<file path="src/rtl/ssd_scan_if.sv">
// ssd_scan_if: scanned seven-segment display bus.
// The master side drives the anode scan and segment lines and observes the
// decoded frame. The slave side (the decoder) does the opposite.
interface ssd_scan_if;
    logic [3:0]  ssd_ctrl;       // anode enables, active-low, bit0 = rightmost digit
    logic [6:0]  show;           // segments {a,b,c,d,e,f,g}, active-low
    logic [15:0] digits;         // last complete frame {d3,d2,d1,d0}
    logic        frame_valid;    // pulse: digits just updated
    logic        pat_err;        // pulse: stable undecodable pattern rejected
    logic        frame_timeout;  // pulse: watchdog expired

    modport master (
        output ssd_ctrl, show,
        input  digits, frame_valid, pat_err, frame_timeout
    );

    modport slave (
        input  ssd_ctrl, show,
        output digits, frame_valid, pat_err, frame_timeout
    );
endinterface

</file>
<file path="src/rtl/ssd_scan_decoder.sv">
// ssd_scan_decoder: recovers the four BCD digits shown on a multiplexed
// seven-segment display by watching the anode scan and segment lines.
// A digit is accepted once its (select, pattern) pair has been sampled
// STABLE_CYCLES times in a row; a frame is published when all four slots
// have been accepted since the last frame.
// Optional watchdog: define SSD_SCAN_DECODER_TIMEOUT_EN to enable the
// frame_timeout pulse after TIMEOUT_CYCLES cycles without a frame.
module ssd_scan_decoder #(
    parameter int STABLE_CYCLES  = 4,
    parameter int TIMEOUT_CYCLES = 100000
) (
    input logic      clk,
    input logic      rst,
    ssd_scan_if.slave bus
);

    typedef enum logic [1:0] {
        WAIT  = 2'd0,
        COUNT = 2'd1,
        HELD  = 2'd2
    } state_t;

    localparam logic [7:0] STABLE_N = 8'(STABLE_CYCLES);

    // Reject configurations the counter widths cannot represent.
    if (STABLE_CYCLES < 2 || STABLE_CYCLES > 255 || TIMEOUT_CYCLES < 2) begin : g_bad_cfg
        $error("ssd_scan_decoder: STABLE_CYCLES must be 2..255, TIMEOUT_CYCLES >= 2");
    end

    // Sample stage and the previously sampled pair used for stability checks.
    logic [3:0]  ctrl_q, ctrl_d, ctrl_prev_q, ctrl_prev_d;
    logic [6:0]  show_q, show_d, show_prev_q, show_prev_d;

    state_t      state_q, state_d;
    logic [7:0]  cnt_q, cnt_d;
    logic [15:0] slots_q, slots_d;
    logic [3:0]  seen_q, seen_d;
    logic [15:0] digits_q, digits_d;
    logic        frame_valid_q, frame_valid_d;
    logic        pat_err_q, pat_err_d;

    logic        sel_valid;
    logic [1:0]  sel_idx;
    logic        pat_ok;
    logic [3:0]  nib;
    logic        same;
    logic        accept;

`ifdef SSD_SCAN_DECODER_TIMEOUT_EN
    localparam int WD_W = $clog2(TIMEOUT_CYCLES + 1);
    logic [WD_W-1:0] wd_q, wd_d;
    logic            frame_timeout_q, frame_timeout_d;
`endif

    // Decode the sampled select (exactly one low bit) and segment pattern.
    always_comb begin
        sel_valid = 1'b1;
        sel_idx   = 2'd0;
        case (ctrl_q)
            4'b1110: sel_idx = 2'd0;
            4'b1101: sel_idx = 2'd1;
            4'b1011: sel_idx = 2'd2;
            4'b0111: sel_idx = 2'd3;
            default: sel_valid = 1'b0;
        endcase

        pat_ok = 1'b1;
        nib    = 4'h0;
        case (show_q)
            7'b0000001: nib = 4'h0;
            7'b1001111: nib = 4'h1;
            7'b0010010: nib = 4'h2;
            7'b0000110: nib = 4'h3;
            7'b1001100: nib = 4'h4;
            7'b0100100: nib = 4'h5;
            7'b0100000: nib = 4'h6;
            7'b0001111: nib = 4'h7;
            7'b0000000: nib = 4'h8;
            7'b0000100: nib = 4'h9;
            7'b1111111: nib = 4'hF;   // blanked digit
            default:    pat_ok = 1'b0;
        endcase

        same = (ctrl_q == ctrl_prev_q) && (show_q == show_prev_q);
    end

    // Stability FSM: one acceptance per dwell of an unchanged sampled pair.
    always_comb begin
        state_d = state_q;
        cnt_d   = cnt_q;
        accept  = 1'b0;
        case (state_q)
            WAIT: begin
                if (sel_valid) begin
                    state_d = COUNT;
                    cnt_d   = 8'd1;
                end
            end
            COUNT, HELD: begin
                if (!same) begin
                    if (sel_valid) begin
                        state_d = COUNT;
                        cnt_d   = 8'd1;
                    end else begin
                        state_d = WAIT;
                        cnt_d   = 8'd0;
                    end
                end else if (state_q == COUNT) begin
                    cnt_d = cnt_q + 8'd1;
                    if (cnt_q + 8'd1 == STABLE_N) begin
                        accept  = 1'b1;
                        state_d = HELD;
                    end
                end
            end
            default: begin
                state_d = WAIT;
                cnt_d   = 8'd0;
            end
        endcase
    end

    // Slot/frame bookkeeping, sample stage and optional watchdog.
    always_comb begin
        ctrl_d        = bus.ssd_ctrl;
        show_d        = bus.show;
        ctrl_prev_d   = ctrl_q;
        show_prev_d   = show_q;
        slots_d       = slots_q;
        seen_d        = seen_q;
        digits_d      = digits_q;
        frame_valid_d = 1'b0;
        pat_err_d     = 1'b0;

        if (accept) begin
            if (pat_ok) begin
                slots_d[{sel_idx, 2'b00} +: 4] = nib;
                seen_d = seen_q | (4'b0001 << sel_idx);
                if (seen_d == 4'hF) begin
                    // All slots fresh: publish atomically and start over.
                    digits_d      = slots_d;
                    frame_valid_d = 1'b1;
                    seen_d        = 4'h0;
                end
            end else begin
                pat_err_d = 1'b1;
            end
        end

`ifdef SSD_SCAN_DECODER_TIMEOUT_EN
        // A completed frame on the same edge wins over expiry.
        frame_timeout_d = 1'b0;
        wd_d            = wd_q + 1'b1;
        if (frame_valid_d) begin
            wd_d = '0;
        end else if (wd_q == WD_W'(TIMEOUT_CYCLES - 1)) begin
            wd_d            = '0;
            frame_timeout_d = 1'b1;
            seen_d          = 4'h0;
        end
`endif
    end

    // State registers with synchronous reset.
    always_ff @(posedge clk) begin
        if (rst) begin
            ctrl_q        <= 4'hF;
            show_q        <= 7'h7F;
            ctrl_prev_q   <= 4'hF;
            show_prev_q   <= 7'h7F;
            state_q       <= WAIT;
            cnt_q         <= 8'd0;
            slots_q       <= 16'h0000;
            seen_q        <= 4'h0;
            digits_q      <= 16'h0000;
            frame_valid_q <= 1'b0;
            pat_err_q     <= 1'b0;
        end else begin
            ctrl_q        <= ctrl_d;
            show_q        <= show_d;
            ctrl_prev_q   <= ctrl_prev_d;
            show_prev_q   <= show_prev_d;
            state_q       <= state_d;
            cnt_q         <= cnt_d;
            slots_q       <= slots_d;
            seen_q        <= seen_d;
            digits_q      <= digits_d;
            frame_valid_q <= frame_valid_d;
            pat_err_q     <= pat_err_d;
        end
    end

`ifdef SSD_SCAN_DECODER_TIMEOUT_EN
    // Watchdog registers.
    always_ff @(posedge clk) begin
        if (rst) begin
            wd_q            <= '0;
            frame_timeout_q <= 1'b0;
        end else begin
            wd_q            <= wd_d;
            frame_timeout_q <= frame_timeout_d;
        end
    end

    assign bus.frame_timeout = frame_timeout_q;
`else
    assign bus.frame_timeout = 1'b0;
`endif

    assign bus.digits      = digits_q;
    assign bus.frame_valid = frame_valid_q;
    assign bus.pat_err     = pat_err_q;

endmodule

</file>
<file path="src/flat_wrapper.sv">
// flat-port wrapper written by rule: the top's interface ports become plain ports
module ssd_scan_decoder_flat 
#(
    parameter int STABLE_CYCLES  = 4,
    parameter int TIMEOUT_CYCLES = 100000
)
  (clk, rst, bus_ssd_ctrl, bus_show, bus_digits, bus_frame_valid, bus_pat_err, bus_frame_timeout);
  ssd_scan_if bus_i ();
  input logic clk;
  input logic rst;
  input wire logic [$bits(bus_i.ssd_ctrl)-1:0] bus_ssd_ctrl;
  input wire logic [$bits(bus_i.show)-1:0] bus_show;
  output wire logic [$bits(bus_i.digits)-1:0] bus_digits;
  output wire logic [$bits(bus_i.frame_valid)-1:0] bus_frame_valid;
  output wire logic [$bits(bus_i.pat_err)-1:0] bus_pat_err;
  output wire logic [$bits(bus_i.frame_timeout)-1:0] bus_frame_timeout;
  assign bus_i.ssd_ctrl = bus_ssd_ctrl;
  assign bus_i.show = bus_show;
  assign bus_digits = bus_i.digits;
  assign bus_frame_valid = bus_i.frame_valid;
  assign bus_pat_err = bus_i.pat_err;
  assign bus_frame_timeout = bus_i.frame_timeout;
  ssd_scan_decoder #(.STABLE_CYCLES(STABLE_CYCLES), .TIMEOUT_CYCLES(TIMEOUT_CYCLES)) u_core (.clk(clk), .rst(rst), .bus(bus_i));
endmodule
</file>
<file path="config.mk">
export PLATFORM = sky130hd
export DESIGN_NAME = ssd_scan_decoder_flat
export DESIGN_NICKNAME = d
export VERILOG_FILES = /design/src/rtl/ssd_scan_if.sv /design/src/rtl/ssd_scan_decoder.sv /design/src/flat_wrapper.sv
export SDC_FILE = /design/constraint.sdc
export NUM_CORES = 1
export LEC_CHECK = 0
export BUFFER_PORTS_ARGS = -buffer_cell sky130_fd_sc_hd__clkbuf_2
export CAP_MARGIN = 30
export CORE_AREA = 2 2 81 83
export DETAILED_ROUTE_END_ITERATION = 12
export DIE_AREA = 0 0 83 85
export HOLD_SLACK_MARGIN = 0.06
export PLACE_DENSITY = 0.78
export SETUP_SLACK_MARGIN = 0.02
export SYNTH_ARGS = -nofsm -noshare
export SYNTH_HDL_FRONTEND = slang
export SYNTH_SLANG_ARGS = --single-unit
</file>
<file path="constraint.sdc">
create_clock -name clk -period 2.7 [get_ports clk]
set_input_delay 0.135 -clock clk [delete_from_list [all_inputs] [get_ports clk]]
set_output_delay 0.135 -clock clk [all_outputs]
set_load 0.1 [all_outputs]
</file>
After elaboration in Yosys (flattened, before gate mapping). Index checks and enable logic that the tools add are counted.

Register bits: 70. Input port bits: 13. Output and inout port bits: 19. Logic and storage cells: 77.

Add/subtract/negate cells: 2. Equal/unequal tests: 23. Shifts and indexed selects: 3. Mux-type cells: 23. Bitwise operators: 3. Reductions and logical operators: 12.

Operators by type and width (count): one-hot mux 4 bit (10 select lines) (1); two-way mux 8 bit (3); equality test 7 bit (second input constant) (3); bitwise mux 16 bit (1); equality test 4 bit (second input constant) (4); one-hot mux 8 bit (2 select lines) (1); variable shift 4 x 6 -> 16 bit (first input constant) (1); indexed part select 4 x 6 -> 16 bit (1); equality test 7 x 3 -> 1 bit (second input constant) (2); equality test 7 x 6 -> 1 bit (second input constant) (2); OR reduction 11 bit (1); two-way mux 1 bit (10); adder 8 x 1 -> 8 bit (second input constant) (1); equality test 8 x 3 -> 1 bit (second input constant) (1); two-way mux 2 bit (4); equality test 7 x 1 -> 1 bit (second input constant) (1); equality test 7 x 4 -> 1 bit (second input constant) (1); equality test 7 x 5 -> 1 bit (second input constant) (1); equality test 7 bit (1); logical NOT 7 bit (1); != test 3 bit (second input constant) (2); negation 4 -> 6 bit (1); one-hot mux 2 bit (3 select lines) (1); AND reduction 3 bit (2); other kinds (16) (19).

Longest topological paths before layout.
Depth in word-level cells: 8. Depth in mapped cells: 10. Gate-level depth less buffers: 9.

Least setup slack after synthesis. OpenSTA, ideal clock, no wires.

Path type: register to register. From: reg u_core.cnt_q[0]. To: reg u_core.digits_q[10], in the netlist u_core.bus.digits[10]. Setup time: 123 ps. Data arrival time: 2263 ps. Required time: 2577 ps. Slack: 314 ps. Stages on the path, launching flop included: 9. Buffers on the path: 2. Clock period less this slack: 2386 ps. Cells stage by stage: dfxtp_1 ha_1 buf_2 or3b_1 o41ai_1 nand3_1 nor4_1 buf_2 mux2_1.

Cells in the longest elaborated chain, start to end: 7.

RTL lines: from (decl) (RTL line ssd_scan_decoder.sv:35) `logic [7:0] cnt_q, cnt_d;`; from (signal assigned) (RTL line ssd_scan_decoder.sv:184) `cnt_q <= cnt_d;`; adder 8 x 1 -> 8 bit (RTL line ssd_scan_decoder.sv:110) `if (cnt_q + 8'd1 == STABLE_N) begin`; equality test 8 x 3 -> 1 bit (RTL line ssd_scan_decoder.sv:110); two-way mux 1 bit (RTL line ssd_scan_decoder.sv:110); two-way mux 1 bit (RTL line ssd_scan_decoder.sv:108) `end else if (state_q == COUNT) begin`; two-way mux 1 bit (RTL line ssd_scan_decoder.sv:100) `if (!same) begin`; two-way mux 1 bit (RTL line ssd_scan_decoder.sv:92) `case (state_q)`; AND reduction 3 bit (no line); to (signal assigned) (RTL line ssd_scan_decoder.sv:187) `digits_q <= digits_d;`; to (decl) (RTL line ssd_scan_decoder.sv:38) `logic [15:0] digits_q, digits_d;`.

No other way between the ends. A chain may end at the register's enable or synchronous reset.

Final worst setup path. Ends and elaborated chain as after synthesis.

==> results.toml <==
[global_routing]
grt_pass1_vias = 2718
grt_pass1_wl_um = 12900
grt_max_degree = 38
grt_use_total_pct = 22.4
overflow = 0
antenna_found_initial = 0

[critical_path]
worst_r2r_path_depth = 7
cp_max_fo = 10
timing.rr.end = "u_core.bus.digits[10]$_SDFFE_PP0P_"
required_ns = 2.93
reg2reg_from = "u_core.cnt_q[0]$_SDFFE_PP0P_"
end_kind = "flop"
crit_type = "reg2reg"
cp-start-kind = "flop"
reg2reg_slack_ns = 0.19
arrival_ns = 2.74

[floorplanning]
core-area_um2 = 6200
dieArea_um2 = 7060
fp.dieH_um = 85
pin_count = 32
initial_core_util_pct = 57.8
row_count = 29
fp.dieW_um = 83

[final_layout]
final_util_pct = 67.0
num-nets-final = 464
antennaDiodeCount = 0
fillers = 493
stdcell_area_um2 = 4160
final_layout_size_suffix_gt1_share_pct = 19.6
seq_area_um2 = 1400
syn_to_final_growth_pct = 16.0
layout_commonest_cell = "dfxtp_1"
final_cell_mix = "dfxtp_1 (69), nand2b_1 (30), clkbuf_2 (30), a21oi_1 (26), inv_1 (23)"
multi_input_area_um2 = 2000

[pwr]
p_int_w = 0.00169
clkPwrFrac_pct = 42.1
combinationalPowerShare_pct = 9.9
seqPwrFrac_pct = 48.0
p_leak_nw = 1.53
cellPowerDensity_nw_per_um2 = 539
sw_frac_of_total_pct = 24.6
ir_drop_mv = 0.515
net-switching-power_w = 0.000553

[sta]
finalMaxSlewViolations = 0
clock.fmax_mhz = 399
finalCritPeriodShare_pct = 92.8
fin_skew_ns = 0.00844
tns_ns = 0
hold_violations = 0
setup_violations = 0
fin_crit_ns = 2.51
worst_pin_slew_ns = 0.658
holdWs_ns = 0.284
rsz0062_at_grt = "false"
slew_headroom_pct = 56.1

[routing]
drt_first_pass_iters = 4
wire_per_inst_um = 14.6
wl_um = 7600
first_iter_violations = 141
drtAntennaViolNets = 0
vias_per_cell = 5.67
num_vias = 2950
drc_errors = 0

[place]
io_buffers = 30
gp_congestion = 0.884
place_area_um2 = 3800
post-dp-hpwl_um = 5100

[min_path]
hold_end = "u_core.state_q[0]$_SDFFE_PP0P_"
hold_class = "in2reg"
hold_depth = 2
holdCritStartpoint = "rst"

[status]
outcome = "completed"

[clock_network]
cts_buffer_depth = 2
cts_inserted_buffers = 9
clock-root-buffer = "clkbuf_8"
clock_latency_ns = 0.34
cts_sinks = 70
h-tree-depth = 3
clkSlewWorstSetupHoldPaths_ns = 0.07
cts_tree = "done"

[synthesis]
synth_edf_count = 0
synth_cell_types = 60
yosys.area.top_type = "dfxtp_1"
yosysSeqAreaShare_pct = 39.1
ys_ff_latch = 70
synth_ff_type = "dfxtp_1"
yosysWarningCount = 0
syn_avg_cell_area_um2 = 8.90
netlist_instances = 403
synthArstFlopShare_pct = 0
syn_area_um2 = 3580
netlist.area_leader.share_pct = 39.1
synth_fp_nets = 429
synth_area_leaders = "dfxtp_1 (39%), mux2i_1 (5.6%), nand2b_1 (5.2%), ha_1 (4.5%), or2_2 (3.8%)"

[job]
maxCapViolCount = 0
## power groups by stage
stage               combinational [W]  clock [W]  sequential, W
floorplan                    0.000166          0        0.00109
global placement             0.000200          0        0.00110
detailed placement           0.000205          0        0.00110
CTS                          0.000219   0.000967        0.00108
global route                 0.000245    0.00101        0.00108
finish                       0.000222   0.000943        0.00108
## flip-flops by register name, indices dropped and copies added, names as in the netlist
signal                  cells
u_core.bus.digits          16
u_core.slots_q             16
u_core.cnt_q                8
u_core.show_prev_d          7
u_core.show_prev_q          7
u_core.ctrl_prev_d          4
u_core.ctrl_prev_q          4
u_core.seen_q               4
u_core.state_q              2
u_core.bus.frame_valid      1
u_core.bus.pat_err          1
## metrics by stage
step / instances / total power, W / setup slack [ns]
6_report: 520 / 0.00224 / 0.194
4_1_cts: 520 / 0.00226 / 0.0626
5_1_grt: 520 / 0.00234 / 0.0262
2_1_floorplan: 403 / 0.00125 / 0.314
3_5_place_dp: 493 / 0.00130 / 0.107
3_3_place_gp: 493 / 0.00130 / 0.214
## area by class of cell
cell class                      instances  area share (%)
Clock buffer                           11            3.40
Clock inverter                          5            1.99
Inverter                               24            2.17
Multi-Input combinational cell        282            48.0
Sequential cell                        70            33.7
Tap cell                               77            2.32
Timing Repair Buffer                   51            8.37
## worst max path at each step
stage / cells past startpoint / end / from / slack (ns)
floorplan: 8 / u_core.bus.digits[10]$_SDFFE_PP0P_ / u_core.cnt_q[0]$_SDFFE_PP0P_ / 0.31
detailed placement: 7 / u_core.bus.digits[10]$_SDFFE_PP0P_ / u_core.cnt_q[1]$_SDFFE_PP0P_ / 0.11
finish: 7 / u_core.bus.digits[10]$_SDFFE_PP0P_ / u_core.cnt_q[0]$_SDFFE_PP0P_ / 0.19
global route: 6 / u_core.cnt_q[5]$_SDFFE_PP0P_ / u_core.show_prev_d[5]$_SDFF_PP1_ / 0.03
CTS: 7 / u_core.bus.digits[10]$_SDFFE_PP0P_ / u_core.cnt_q[1]$_SDFFE_PP0P_ / 0.06
global placement: 7 / u_core.bus.digits[6]$_SDFFE_PP0P_ / u_core.cnt_q[1]$_SDFFE_PP0P_ / 0.21
## repair_timing
action | CTS | global route
setup endpoints to repair | 3 | 23
setup buffers | 0 | 0
resized for setup | 1 | 3
hold endpoints to repair | 11 | 0
hold buffers | 11 | 0
pin swaps | 0 | 1
## kinds of logic after synthesis
kind of cell             count (synthesis)  synth area share, %
multiplexers                            24                 6.84
AND/OR/NAND/NOR                        149                 25.6
buffers and inverters                   51                 6.04
flip-flops                              70                 39.1
AO/OA/AOI/OAI                           81                 14.4
adder cells (fa/ha/maj)                 13                 4.54
XOR/XNOR                                14                 3.42
other                                    1                0.105
## metal layers
| metal | wire (um) | share of wire [%] | GRT usage (%) |
|---|---|---|---|
| met1 | 3490 | 46 | 28.0 |
| met4 | 80 | 1.1 | 7.45 |
| met3 | 314 | 4.1 | 5.54 |
| met2 | 3720 | 49 | 38.2 |
| met5 | 0 | 0 | 0 |
## cells in the mapped netlist, types with 5 or more instances
cell,n
dfxtp_1,70
nand2b_1,30
a21oi_1,26
inv_1,23
or2_2,22
mux2i_1,20
o22ai_1,15
nor2_1,14
xor2_1,14
clkbuf_1,13
ha_1,13
nor3_1,13
buf_2,11
nand3_1,10
nor2b_1,10
a211o_1,8
nand2_1,8
o21ai_1,8
nand4_1,7
nor3b_1,5
o21ai_0,5
## critical path, stage by stage (launching register included)
cell	delay, ns
dfxtp_1	0.39
buf_4	0.18
a21boi_0	0.11
o41ai_1	0.42
nand3_1	0.30
nor4_2	0.40
buf_4	0.26
mux2_1	0.34
(Power assumes the default switching activity.)
